### config.mk
export PLATFORM = sky130hd
export DESIGN_NAME = valu_wb_queue_flat
export DESIGN_NICKNAME = d
export VERILOG_FILES = /design/src/rtl/valu_wb_queue_if.sv /design/src/rtl/valu_wb_queue.sv /design/src/flat_wrapper.sv
export SDC_FILE = /design/constraint.sdc
export NUM_CORES = 1
export LEC_CHECK = 0
export CAP_MARGIN = 30
export CORE_ASPECT_RATIO = 0.9
export CORE_UTILIZATION = 60
export CTS_BUF_LIST = sky130_fd_sc_hd__clkbuf_8
export CTS_CLUSTER_DIAMETER = 60
export DETAILED_ROUTE_END_ITERATION = 12
export PLACE_DENSITY = 0.81
export REMOVE_ABC_BUFFERS = 1
export SYNTH_ARGS = -nofsm -noshare
export SYNTH_HDL_FRONTEND = slang
export SYNTH_SLANG_ARGS = --single-unit
### constraint.sdc
create_clock -name clk -period 11.8 [get_ports clk]
set_input_delay 1.77 -clock clk [delete_from_list [all_inputs] [get_ports clk]]
set_output_delay 1.77 -clock clk [all_outputs]
set_load 0.02 [all_outputs]
### src/rtl/valu_wb_queue_if.sv
// Handshake bundle between the vALU lanes / issue logic and the writeback queue,
// plus the queue's drain port toward the vector register file.
interface valu_wb_queue_if #(
    parameter int RESP_DATA_WIDTH = 64,
    parameter int REQ_ADDR_WIDTH  = 32,
    parameter int DEPTH           = 8,
    parameter int CNT_WIDTH       = $clog2(DEPTH + 1)
);
    logic                       in_issue;
    logic                       in_valid;
    logic [REQ_ADDR_WIDTH-1:0]  in_addr;
    logic [RESP_DATA_WIDTH-1:0] in_vec;
    logic                       wr_ready;
    logic                       out_valid;
    logic [REQ_ADDR_WIDTH-1:0]  out_addr;
    logic [RESP_DATA_WIDTH-1:0] out_vec;
    logic                       out_issue_ok;
    logic [CNT_WIDTH-1:0]       out_count;
    logic                       out_err;

    // Driver side: issue logic, lanes and the VRF write port.
    modport master (
        output in_issue, in_valid, in_addr, in_vec, wr_ready,
        input  out_valid, out_addr, out_vec, out_issue_ok, out_count, out_err
    );

    // Queue side.
    modport slave (
        input  in_issue, in_valid, in_addr, in_vec, wr_ready,
        output out_valid, out_addr, out_vec, out_issue_ok, out_count, out_err
    );
endinterface

### src/rtl/valu_wb_queue.sv
// Writeback FIFO behind the vALU lanes with issue credit tracking.
// Optional macro VALU_WB_BYPASS_EN enables a zero-latency path when the FIFO is empty.
module valu_wb_queue #(
    parameter int RESP_DATA_WIDTH = 64,
    parameter int REQ_ADDR_WIDTH  = 32,
    parameter int DEPTH           = 8
) (
    input  logic              clk,
    input  logic              rst,
    valu_wb_queue_if.slave    bus
);
    localparam int PTR_W     = $clog2(DEPTH);
    localparam int CNT_WIDTH = $clog2(DEPTH + 1);
    localparam logic [CNT_WIDTH-1:0] DEPTH_C = CNT_WIDTH'(DEPTH);

    typedef struct packed {
        logic [REQ_ADDR_WIDTH-1:0]  addr;
        logic [RESP_DATA_WIDTH-1:0] vec;
    } entry_t;

    entry_t               mem_q [DEPTH];
    logic [PTR_W-1:0]     wr_ptr_q, wr_ptr_d;
    logic [PTR_W-1:0]     rd_ptr_q, rd_ptr_d;
    logic [CNT_WIDTH-1:0] count_q, count_d;
    logic [CNT_WIDTH-1:0] inflight_q, inflight_d;
    logic                 err_q, err_d;

    logic                 empty;
    logic                 full;
    logic                 fifo_pop;
    logic                 push;
    logic                 overflow;
    logic                 underflow;
    logic                 bypass_take;
    logic [CNT_WIDTH:0]   reserved;
    entry_t               head;

    assign empty = (count_q == '0);
    assign full  = (count_q == DEPTH_C);

    always_comb begin
        head = '0;
        if (!empty) begin
            head = mem_q[rd_ptr_q];
        end
    end

`ifdef VALU_WB_BYPASS_EN
    // An empty queue forwards the lane result directly; it is only stored if the VRF stalls.
    always_comb begin
        bus.out_valid = !empty;
        bus.out_addr  = head.addr;
        bus.out_vec   = head.vec;
        bypass_take   = 1'b0;
        if (empty && bus.in_valid) begin
            bus.out_valid = 1'b1;
            bus.out_addr  = bus.in_addr;
            bus.out_vec   = bus.in_vec;
            bypass_take   = bus.wr_ready;
        end
    end
`else
    always_comb begin
        bus.out_valid = !empty;
        bus.out_addr  = head.addr;
        bus.out_vec   = head.vec;
        bypass_take   = 1'b0;
    end
`endif

    // A pop frees a slot in the same cycle, so a full queue can still accept a push.
    assign fifo_pop = !empty && bus.wr_ready;
    assign push     = bus.in_valid && !bypass_take && (!full || fifo_pop);
    assign overflow = bus.in_valid && full && !fifo_pop;

    always_comb begin
        wr_ptr_d = wr_ptr_q;
        rd_ptr_d = rd_ptr_q;
        count_d  = count_q;
        if (push) begin
            wr_ptr_d = wr_ptr_q + PTR_W'(1);
        end
        if (fifo_pop) begin
            rd_ptr_d = rd_ptr_q + PTR_W'(1);
        end
        unique case ({push, fifo_pop})
            2'b10:   count_d = count_q + CNT_WIDTH'(1);
            2'b01:   count_d = count_q - CNT_WIDTH'(1);
            default: count_d = count_q;
        endcase
    end

    // In-flight ops saturate at DEPTH even if issue ignores the credit signal.
    always_comb begin
        inflight_d = inflight_q;
        underflow  = 1'b0;
        unique case ({bus.in_issue, bus.in_valid})
            2'b10: begin
                if (inflight_q != DEPTH_C) begin
                    inflight_d = inflight_q + CNT_WIDTH'(1);
                end
            end
            2'b01: begin
                if (inflight_q != '0) begin
                    inflight_d = inflight_q - CNT_WIDTH'(1);
                end else begin
                    underflow = 1'b1;
                end
            end
            default: inflight_d = inflight_q;
        endcase
        err_d = err_q || overflow || underflow;
    end

    assign reserved         = {1'b0, count_q} + {1'b0, inflight_q};
    assign bus.out_issue_ok = (reserved < {1'b0, DEPTH_C});
    assign bus.out_count    = count_q;
    assign bus.out_err      = err_q;

    always_ff @(posedge clk or negedge rst) begin
        if (!rst) begin
            wr_ptr_q   <= '0;
            rd_ptr_q   <= '0;
            count_q    <= '0;
            inflight_q <= '0;
            err_q      <= 1'b0;
        end else begin
            wr_ptr_q   <= wr_ptr_d;
            rd_ptr_q   <= rd_ptr_d;
            count_q    <= count_d;
            inflight_q <= inflight_d;
            err_q      <= err_d;
        end
    end

    // Storage needs no reset: unread slots are masked by the occupancy count.
    always_ff @(posedge clk) begin
        if (push) begin
            mem_q[wr_ptr_q] <= '{addr: bus.in_addr, vec: bus.in_vec};
        end
    end
endmodule

### src/flat_wrapper.sv
// flat-port wrapper written by rule: the top's interface ports become plain ports
module valu_wb_queue_flat 
#(
    parameter int RESP_DATA_WIDTH = 64,
    parameter int REQ_ADDR_WIDTH  = 32,
    parameter int DEPTH           = 8
)
  (clk, rst, bus_in_issue, bus_in_valid, bus_in_addr, bus_in_vec, bus_wr_ready, bus_out_valid, bus_out_addr, bus_out_vec, bus_out_issue_ok, bus_out_count, bus_out_err);
  valu_wb_queue_if #(.RESP_DATA_WIDTH(RESP_DATA_WIDTH), .REQ_ADDR_WIDTH(REQ_ADDR_WIDTH), .DEPTH(DEPTH), .CNT_WIDTH(($clog2(DEPTH + 1)))) bus_i ();
  input  logic clk;
  input  logic rst;
  input wire logic [$bits(bus_i.in_issue)-1:0] bus_in_issue;
  input wire logic [$bits(bus_i.in_valid)-1:0] bus_in_valid;
  input wire logic [$bits(bus_i.in_addr)-1:0] bus_in_addr;
  input wire logic [$bits(bus_i.in_vec)-1:0] bus_in_vec;
  input wire logic [$bits(bus_i.wr_ready)-1:0] bus_wr_ready;
  output wire logic [$bits(bus_i.out_valid)-1:0] bus_out_valid;
  output wire logic [$bits(bus_i.out_addr)-1:0] bus_out_addr;
  output wire logic [$bits(bus_i.out_vec)-1:0] bus_out_vec;
  output wire logic [$bits(bus_i.out_issue_ok)-1:0] bus_out_issue_ok;
  output wire logic [$bits(bus_i.out_count)-1:0] bus_out_count;
  output wire logic [$bits(bus_i.out_err)-1:0] bus_out_err;
  assign bus_i.in_issue = bus_in_issue;
  assign bus_i.in_valid = bus_in_valid;
  assign bus_i.in_addr = bus_in_addr;
  assign bus_i.in_vec = bus_in_vec;
  assign bus_i.wr_ready = bus_wr_ready;
  assign bus_out_valid = bus_i.out_valid;
  assign bus_out_addr = bus_i.out_addr;
  assign bus_out_vec = bus_i.out_vec;
  assign bus_out_issue_ok = bus_i.out_issue_ok;
  assign bus_out_count = bus_i.out_count;
  assign bus_out_err = bus_i.out_err;
  valu_wb_queue #(.RESP_DATA_WIDTH(RESP_DATA_WIDTH), .REQ_ADDR_WIDTH(REQ_ADDR_WIDTH), .DEPTH(DEPTH)) u_core (.clk(clk), .rst(rst), .bus(bus_i));
endmodule
Word level (Yosys, flattened, before mapping):

Memory sizes are Yosys's and may differ from the RTL's.
Index checks and enable logic that the tools add are counted.

* bits in writable memories: 768
* output and inout bits: 103
* logic and storage cells: 46
* memories kept: 1
* bits of input ports: 101
* register bits after elaboration: 15

* equality and inequality tests: 8
* reductions and logical operators: 15
* $add $sub $neg: 7
* order comparisons: 1
* muxes and demuxes: 9

Memory list
* u_core.mem_q: words 8, width 96, read ports 1, clocked after Yosys merged registers in 0, wr ports 1, RTL line valu_wb_queue.sv:21 `entry_t mem_q [DEPTH];`

Operator list (count)
* $mux 96: 1
* $pmux 4 s2: 2
* $add 4x1->4 const B: 2
* $mux 4: 2
* $sub 4x1->4 const B: 2
* $add 3x1->3 const B: 2
* $add 4x4->5: 1
* $lt 5x4->1 const B: 1
* $eq 2x1->1 const B: 2
* $eq 2x2->1 const B: 2
* $eq 4x4->1 const B: 1
* $logic_and 1x1->1: 4
* $logic_not 4->1: 1
* $mux 1: 4
* $ne 2x1->1 const B: 2
* $ne 4x4->1 const B: 1
* $reduce_bool 2->1: 2
* $reduce_bool 4->1: 1
* $logic_not 1->1: 3
* $logic_or 1x1->1: 3
* $reduce_and 3->1: 1

Logic depth before layout (Yosys ltp):

Gate-level depths: netlist (run 1).

* depth after elaboration: 7
* mapped depth: 8
* gate-level depth less buffers: 7

Least setup slack after synthesis (run 1):

OpenSTA, ideal clock, no wires.

* path kind: input -> register
* start point: input port bus_in_valid
* end point: memory u_core.mem_q[0][0] (netlist bit) (enable)
* buffers on the path: 1
* cell stages on the path: 3
* arrival: 11101 ps
* required time: 11014 ps
* setup slack: -87 ps
* cell sequence: buf_2 -> nand2_1 -> nor4_1

* cells in the longest elaborated chain, start to end: 3

Ends and longest elaborated chain
* start, declared: RTL line flat_wrapper.sv:13 `input wire logic [$bits(bus_i.in_valid)-1:0] bus_in_valid;`
* $logic_and 1x1->1: RTL line valu_wb_queue.sv:73 `assign push = bus.in_valid && !bypass_take && (!full || fifo_pop);`
* $mux 1: RTL line valu_wb_queue.sv:138 `if (push) begin`
* $mux 1 (not written as such): RTL line valu_wb_queue.sv:139 `mem_q[wr_ptr_q] <= '{addr: bus.in_addr, vec: bus.in_vec};`
* end, declared: RTL line valu_wb_queue.sv:21

Every way passes these cells.

Worst setup path after layout (run 1):

* start point: register u_core.rd_ptr_q[1]
* end point: output port bus_out_vec[33]

* cells in the longest elaborated chain, start to end: 2

Ends and longest elaborated chain
* start, declared: RTL line valu_wb_queue.sv:23 `logic [PTR_W-1:0] rd_ptr_q, rd_ptr_d;`
* start signal, assigned: RTL line valu_wb_queue.sv:129 `rd_ptr_q <= rd_ptr_d;`
* $mem_v2 8x96
* $mux 96: RTL line valu_wb_queue.sv:43 `if (!empty) begin`
* end, declared: RTL line flat_wrapper.sv:19 `output wire logic [$bits(bus_i.out_vec)-1:0] bus_out_vec;`

Every way passes these cells.

==> results.ini, run 1 <==
[place]
io_buffers=203
worst_slack_after_detailed_placement_ns=6.41
placed_cells_incl_taps=2159
hpwl_mm=31.0
placer_congestion_estimate=0.743

[die]
ioPinCount=204
die_w_um=238
die_y_um=214
initial_core_util_pct=61.0
core_ar_um2=49200
design.die.area_um2=51000
row_count=77

[synthesis]
synth_largest_type_area_fraction_pct=76.8
ys_types=39
yosys.area.top_type=sky130_fd_sc_hd__edfxtp_1
synth_top_family_by_area=multiplexers
yosys_warnings=0
netlist_instances=1325
synthesis_stage_register_bit_count=783
post_synth_fa_ha_maj_area_fraction_pct=0.400
synth_edf_count=768
ys_top_cells_by_area=sky130_fd_sc_hd__edfxtp_1, sky130_fd_sc_hd__mux4_2, sky130_fd_sc_hd__mux2i_1
synthXorXnorAreaFrac_pct=0.321
mappedNetlistArea_um2=30000
ys.flop_type=sky130_fd_sc_hd__edfxtp_1
avg_cell_area_syn_um2=22.7
synth-seq-area-share_pct=78.0
muxShareOfSynthArea_pct=17.7
synth_async_reset_ratio_pct=1.92
synth_simple_gate_area_share_pct=1.89
area_fraction_in_compound_gates_after_synthesis_pct=0.479

[clock_network]
worst_skew_pair.late_latency_ns=0.70
hold_buffers=0
cts_inserted_buffers=116
cts_resized=0
cts_htree_levels=3
path_clk_slew_ns=0.07
clock-root-buffer=sky130_fd_sc_hd__clkbuf_8
cts_setup_buffers=0
max-clock-path-buffers=3
cts_tree=done
clock_sinks=783

[timing]
period_needed_ns=6.02
final_worst_setup_slack_ns=5.78
final_number_of_setup_violating_endpoints=0
transition_time_of_the_tightest_slew_check_pin_ns=0.969
finalSetupTns_ns=0
finalHoldViolCount=0
fmax_ghz=0.166
number_of_max_slew_violations_in_the_final_report=0
fin_skew_ns=0.0274
final.period_utilization_pct=51.0
slew-limit-headroom_pct=35.4
grt_setup_unrepaired=no

[critical_path]
critical_path.endpoint_type=output pin
cp_data_required_time_ns=10.03
slowest_stage=sky130_fd_sc_hd__dfrtp_4
setup.worst_path.start_class=flop
max_stage_delay_ns=0.85
startpoint=u_core.rd_ptr_q[1]$_DFFE_PN0N_
worst-path-max-fanout=46
timing.critical_path.max_delay_family=buffers and inverters
timing.setup.critical_path_class=flop to output pin
cpMostUsedCell=sky130_fd_sc_hd__buf_4
critical_path_arrival_ns=4.25
worst_r2r_path_depth=6
critical_path.reg2reg.startpoint=u_core.bus.out_count[1]$_DFFE_PN0P_
cp.buffers_inverters=3
cp_num_cells=6
timing.critical_path.cells=buf_4 -> buf_4 -> mux4_2 -> mux2i_1 -> nor2_1 -> clkdlybuf4s50_1

[drt]
wl_mm=58.4
dr.pass1.iters=5
detail_routed_net_length_per_standard_cell_um=24.6
detail-route-antenna-nets=0
number_of_design_rule_violations_left_after_detail_routing=0
drt-initial-drc-count=1265
via_density_per_instance=5.96
detailroute.via_count=14157

[power_and_ir_drop]
total_power_w=0.00893
total_power_per_unit_cell_area_nw_per_um2=255
clkPwrFrac_pct=22.2
power.switching_w=0.00291
vdd_drop_max_uv=216
p_comb_share_pct=36.5
power.internal_w=0.00603
seqPwrFrac_pct=41.3
power.leakage_nw=11.6
power_switching_share_pct=32.5

[final_layout]
layout.cells.non_filler=2375
number_of_fill_cells=2830
layout-drive-gt1-share_pct=22.3
area_delta_synth_final_pct=16.7
postLayoutCoreUtil_pct=71.2
number_of_nets_in_the_layout=1716

[run]
maxCapViolCount=0

[grt]
grt_remaining_overflow=0
grt_usage_pct=23.6
grt_max_degree=102
antenna_found_initial=3
grt_pass1_wl_mm=88.4
number_of_global_route_vias_before_repair=14915

[min_path]
hp-start=u_core.bus.out_err$_DFF_PN0_
min_path_type=flop to flop
min_path_cells=1

[run_status]
run_status=complete, no violations

-- cells by family (layout without fill, tap and decap cells) --
kind of cell / after synthesis / count (layout)
AO/OA/AOI/OAI: 21 / 21
XOR/XNOR: 11 / 11
adder cells (fa/ha/maj): 9 / 9
buffers and inverters: 73 / 451
flip-flops: 783 / 783
multiplexers: 292 / 292
other: 0 / 1
AND/OR/NAND/NOR: 136 / 136
-- power groups by stage --
stage	Combinational, W	Clock (W)	Sequential, W
2_1_floorplan	0.00218	0	0.00400
3_3_place_gp	0.00319	0	0.00377
3_5_place_dp	0.00330	0	0.00375
4_1_cts	0.00332	0.00203	0.00370
5_1_grt	0.00347	0.00214	0.00373
6_report	0.00326	0.00198	0.00369
-- cells in the mapped netlist (4+ instances only) --
master / count
sky130_fd_sc_hd__a21oi_1: 7
sky130_fd_sc_hd__nand3_1: 6
sky130_fd_sc_hd__nor3_1: 6
sky130_fd_sc_hd__dfrtp_1: 15
sky130_fd_sc_hd__nand2_1: 7
sky130_fd_sc_hd__nor2_1: 106
sky130_fd_sc_hd__buf_4: 10
sky130_fd_sc_hd__nand2b_1: 5
sky130_fd_sc_hd__buf_2: 24
sky130_fd_sc_hd__mux2i_1: 97
sky130_fd_sc_hd__ha_1: 8
sky130_fd_sc_hd__buf_1: 19
sky130_fd_sc_hd__edfxtp_1: 768
sky130_fd_sc_hd__xnor2_1: 9
sky130_fd_sc_hd__inv_1: 4
sky130_fd_sc_hd__mux4_2: 192
sky130_fd_sc_hd__clkbuf_1: 14
-- placed cells by master (no fill, tap or decap), types with 2 or more instances in the layout --
| master | count |
|---|---|
| sky130_fd_sc_hd__nand2b_1 | 5 |
| sky130_fd_sc_hd__xnor2_1 | 9 |
| sky130_fd_sc_hd__clkinv_1 | 37 |
| sky130_fd_sc_hd__mux4_2 | 192 |
| sky130_fd_sc_hd__mux2_2 | 2 |
| sky130_fd_sc_hd__nor3_2 | 4 |
| sky130_fd_sc_hd__clkbuf_8 | 118 |
| sky130_fd_sc_hd__ha_1 | 8 |
| sky130_fd_sc_hd__buf_4 | 23 |
| sky130_fd_sc_hd__dfrtp_1 | 12 |
| sky130_fd_sc_hd__nor3_1 | 2 |
| sky130_fd_sc_hd__a21oi_1 | 7 |
| sky130_fd_sc_hd__a2111oi_0 | 2 |
| sky130_fd_sc_hd__edfxtp_1 | 768 |
| sky130_fd_sc_hd__nor2_4 | 3 |
| sky130_fd_sc_hd__nor2b_1 | 2 |
| sky130_fd_sc_hd__clkdlybuf4s50_1 | 203 |
| sky130_fd_sc_hd__buf_12 | 3 |
| sky130_fd_sc_hd__clkinvlp_4 | 2 |
| sky130_fd_sc_hd__xor2_1 | 2 |
| sky130_fd_sc_hd__inv_1 | 38 |
| sky130_fd_sc_hd__nand2_1 | 7 |
| sky130_fd_sc_hd__clkinv_2 | 18 |
| sky130_fd_sc_hd__mux2i_1 | 97 |
| sky130_fd_sc_hd__o21ai_1 | 2 |
| sky130_fd_sc_hd__bufinv_16 | 3 |
| sky130_fd_sc_hd__buf_16 | 2 |
| sky130_fd_sc_hd__nand3_1 | 6 |
| sky130_fd_sc_hd__nor2_1 | 103 |
| sky130_fd_sc_hd__a22o_1 | 2 |
| sky130_fd_sc_hd__dfrtp_4 | 3 |
-- layer usage --
| layer | up-vias | wire length, µm | GRT usage (%) |
|---|---|---|---|
| met4 | 4 | 1270 | 7.40 |
| li1 | 6102 | - | - |
| met1 | 7422 | 24100 | 32.8 |
| met5 | - | 27 | 0 |
| met2 | 525 | 29100 | 37.7 |
| met3 | 104 | 3950 | 5.50 |
-- registers in the layout (all words and copies together) (netlist names) --
signal / cells
u_core.wr_ptr_q: 3
u_core.inflight_q: 4
u_core.bus.out_err: 1
u_core.rd_ptr_q: 3
u_core.bus.out_count: 4
u_core.mem_q: 768
-- final timing paths --
kind / to / slack, ns
worst max-delay path: bus_out_vec[33] / 5.78
worst min-delay path: u_core.bus.out_err$_DFF_PN0_ / 0.50
worst max register to register: u_core.mem_q[4][38]$_DFFE_PP_ / 8.24
worst min register to register: u_core.bus.out_err$_DFF_PN0_ / 0.50
max in group asynchronous: u_core.rd_ptr_q[2]$_DFFE_PN0N_ / 9.78
min in group asynchronous: u_core.bus.out_count[3]$_DFFE_PN0P_ / 1.49
-- worst register-to-register path, stage by stage (launching register included) --
cell	delay (ns)
sky130_fd_sc_hd__dfrtp_1	0.62
sky130_fd_sc_hd__nor3_1	0.18
sky130_fd_sc_hd__a21boi_1	0.36
sky130_fd_sc_hd__nand2_1	0.32
sky130_fd_sc_hd__nor3_2	0.18
sky130_fd_sc_hd__buf_4	0.66
sky130_fd_sc_hd__buf_4	0.83
-- area by class of cell --
type	instances	area (µm²)	share of cell area [%]
flip-flops and latches	783	23400	66.9
diodes	1	2.50	0.00714
repair buffers	231	2320	6.62
well taps	671	840	2.40
clock inverters	97	490	1.40
inverters	5	18.8	0.0535
multi-input cells	469	6310	18.0
clock buffers	118	1620	4.63
-- through the flow --
stage,hold slack (ns),cell area (µm²)
6_report,0.497,35000
5_1_grt,0.496,35000
4_1_cts,0.498,35000
3_5_place_dp,0.484,32900
3_3_place_gp,0.478,32800
2_1_floorplan,0.506,29700
Note: power is estimated with default switching activity, not from simulation.
==> run 2: changes to the inputs <==
--- a/config.mk
+++ b/config.mk
@@ -7,11 +7,11 @@
 export LEC_CHECK = 0
 export CAP_MARGIN = 30
 export CORE_ASPECT_RATIO = 0.9
-export CORE_UTILIZATION = 60
+export CORE_UTILIZATION = 55
 export CTS_BUF_LIST = sky130_fd_sc_hd__clkbuf_8
 export CTS_CLUSTER_DIAMETER = 60
 export DETAILED_ROUTE_END_ITERATION = 12
-export PLACE_DENSITY = 0.81
+export PLACE_DENSITY = 0.78
 export REMOVE_ABC_BUFFERS = 1
 export SYNTH_ARGS = -nofsm -noshare
 export SYNTH_HDL_FRONTEND = slang
==> constraint.sdc (replaced) <==
create_clock -name clk -period 5.4 [get_ports clk]
set_input_delay 0.81 -clock clk [delete_from_list [all_inputs] [get_ports clk]]
set_output_delay 0.81 -clock clk [all_outputs]
set_load 0.02 [all_outputs]
==> results.ini, run 2 (synthesized netlist as in run 1, its figures left out) <==
[final_layout]
area_delta_synth_final_pct=17.5
largest_register_ffs=768
registers.top_by_ff_count=u_core.mem_q
finalInstanceArea_um2=35300
layout.cells.most_common=sky130_fd_sc_hd__edfxtp_1
mostFrequentLayoutCells=sky130_fd_sc_hd__edfxtp_1, sky130_fd_sc_hd__clkdlybuf4s50_1, sky130_fd_sc_hd__mux4_2
number_of_fill_cells=3383
sequential_cell_area_um2=23400
layout.cells.non_filler=2411
layout-drive-gt1-share_pct=22.9
area_taken_by_multi_input_logic_gates_um2=6310
number_of_nets_in_the_layout=1727

[power_and_ir_drop]
power.switching_w=0.00637
clkPwrFrac_pct=22.4
power.leakage_nw=11.7
seqPwrFrac_pct=41.2
total_power_per_unit_cell_area_nw_per_um2=557
power_switching_share_pct=32.4
vdd_drop_max_uv=493
p_comb_share_pct=36.4
power.internal_w=0.0133

[die]
ioPinCount=204
die_y_um=224
die_w_um=248
initial_core_util_pct=56.2
row_count=80
design.die.area_um2=55600
core_ar_um2=53500

[critical_path]
slowest_stage=sky130_fd_sc_hd__dfrtp_4
rrSetupSlack_ns=2.68
setup.worst_path.start_class=flop
cp_data_required_time_ns=4.59
critical_path.endpoint_type=output pin
crit-reg2reg-capture=u_core.mem_q[6][93]$_DFFE_PP_
max_stage_delay_ns=0.85
cp.buffers_inverters=2
timing.setup.critical_path_class=flop to output pin
timing.critical_path.cells=buf_4 -> mux4_2 -> mux2i_1 -> nor2_1 -> clkdlybuf4s50_1
worst_r2r_path_depth=5
timing.critical_path.max_delay_family=buffers and inverters
worst-path-max-fanout=32
cp_num_cells=5
critical_path.reg2reg.startpoint=u_core.bus.out_count[1]$_DFFE_PN0P_
critical_path_arrival_ns=3.47

[run_status]
run_status=complete, no violations

[drt]
number_of_design_rule_violations_left_after_detail_routing=0
detail-route-antenna-nets=0
dr.pass1.iters=7
detailroute.via_count=14142
routedLengthMet1_mm=24.8
via_density_per_instance=5.87
topRoutingLayerUsed=met5
routed-wl-met3_mm=3.59
drt-initial-drc-count=890
route.met2.wl_mm=29.5
wl_mm=59.3
detail_routed_net_length_per_standard_cell_um=24.6

[timing]
fmax_ghz=0.234
number_of_max_slew_violations_in_the_final_report=0
period_needed_ns=4.28
smallest_hold_slack_ns=0.504
grt_setup_unrepaired=no
final.period_utilization_pct=79.2
final_number_of_setup_violating_endpoints=0
final_worst_setup_slack_ns=1.12
finalHoldViolCount=0
transition_time_of_the_tightest_slew_check_pin_ns=0.912
fin_skew_ns=0.0192
slew-limit-headroom_pct=39.2

[clock_network]
cts_setup_buffers=0
clock_sinks=783
max-clock-path-buffers=3
cts_resized=0
worst_skew_pair.late_latency_ns=0.70
path_clk_slew_ns=0.06
hold_buffers=0
cts_tree=done
cts_inserted_buffers=118
cts_htree_levels=3
clock-root-buffer=sky130_fd_sc_hd__clkbuf_8

[place]
hpwl_mm=31.5
placed_cells_incl_taps=2194
io_buffers=203
placement.cell_area_um2=33100
worst_slack_after_detailed_placement_ns=1.78
placer_congestion_estimate=0.729

[run]
maxCapViolCount=0

[min_path]
hp-start=u_core.bus.out_err$_DFF_PN0_
min_path_type=flop to flop
min_delay_worst_endpoint=u_core.bus.out_err$_DFF_PN0_
min_path_cells=1

[grt]
number_of_global_route_vias_before_repair=14722
grt_max_degree=100
grt_remaining_overflow=0
grt_usage_pct=21.9
grt_pass1_wl_mm=88.5
antenna_found_initial=3

-- run 2: stage by stage --
| stage | utilization, % | TNS [ns] | total power, W |
|---|---|---|---|
| detailed placement | 62.0 | 0 | 0.0155 |
| finish | 66.1 | 0 | 0.0197 |
| floorplan | - | -2152.22 | 0.0131 |
| CTS | 66.0 | 0 | 0.0200 |
| global route | 66.0 | 0 | 0.0206 |
| global placement | 62.0 | 0 | 0.0154 |
-- run 2: how the worst max path moves through the flow --
stage,end,startpoint
after global placement,u_core.mem_q[4][37]$_DFFE_PP_,bus_in_valid
after CTS,bus_out_vec[39],u_core.rd_ptr_q[0]$_DFFE_PN0N_
final,bus_out_vec[51],u_core.rd_ptr_q[0]$_DFFE_PN0N_
after detailed placement,bus_out_vec[39],u_core.rd_ptr_q[0]$_DFFE_PN0N_
after floorplan,u_core.mem_q[0][0]$_DFFE_PP_,bus_wr_ready
after global routing,bus_out_vec[39],u_core.rd_ptr_q[0]$_DFFE_PN0N_
-- run 2: worst register-to-register path, stage by stage (launching register included) --
cell                       delay [ns]
sky130_fd_sc_hd__dfrtp_1         0.61
sky130_fd_sc_hd__nor3_1          0.18
sky130_fd_sc_hd__a21boi_1        0.34
sky130_fd_sc_hd__nand2_1         0.31
sky130_fd_sc_hd__nor2_4          0.54
sky130_fd_sc_hd__buf_4           0.39
-- run 2: area by class of cell --
type / instances / share of cell area [%]
Sequential cell: 783 / 66.4
Multi-Input combinational cell: 469 / 17.9
Timing Repair Buffer: 240 / 7.08
Clock buffer: 121 / 4.72
Tap cell: 697 / 2.47
Clock inverter: 92 / 1.39
Inverter: 5 / 0.0531
Antenna cell: 4 / 0.0283
-- run 2: power by group through the flow --
stage / clock network [W] / registers (W) / logic (W)
finish: 0.00440 / 0.00811 / 0.00716
global route: 0.00475 / 0.00820 / 0.00766
CTS: 0.00451 / 0.00813 / 0.00731
detailed placement: 0 / 0.00825 / 0.00728
global placement: 0 / 0.00819 / 0.00719
floorplan: 0 / 0.00866 / 0.00440
-- run 2: layer usage --
| layer | track usage (%) | up-vias |
|---|---|---|
| li1 | - | 6118 |
| met1 | 30.3 | 7432 |
| met2 | 35.5 | 487 |
| met3 | 4.53 | 101 |
| met4 | 6.63 | 4 |
| met5 | 0 | - |
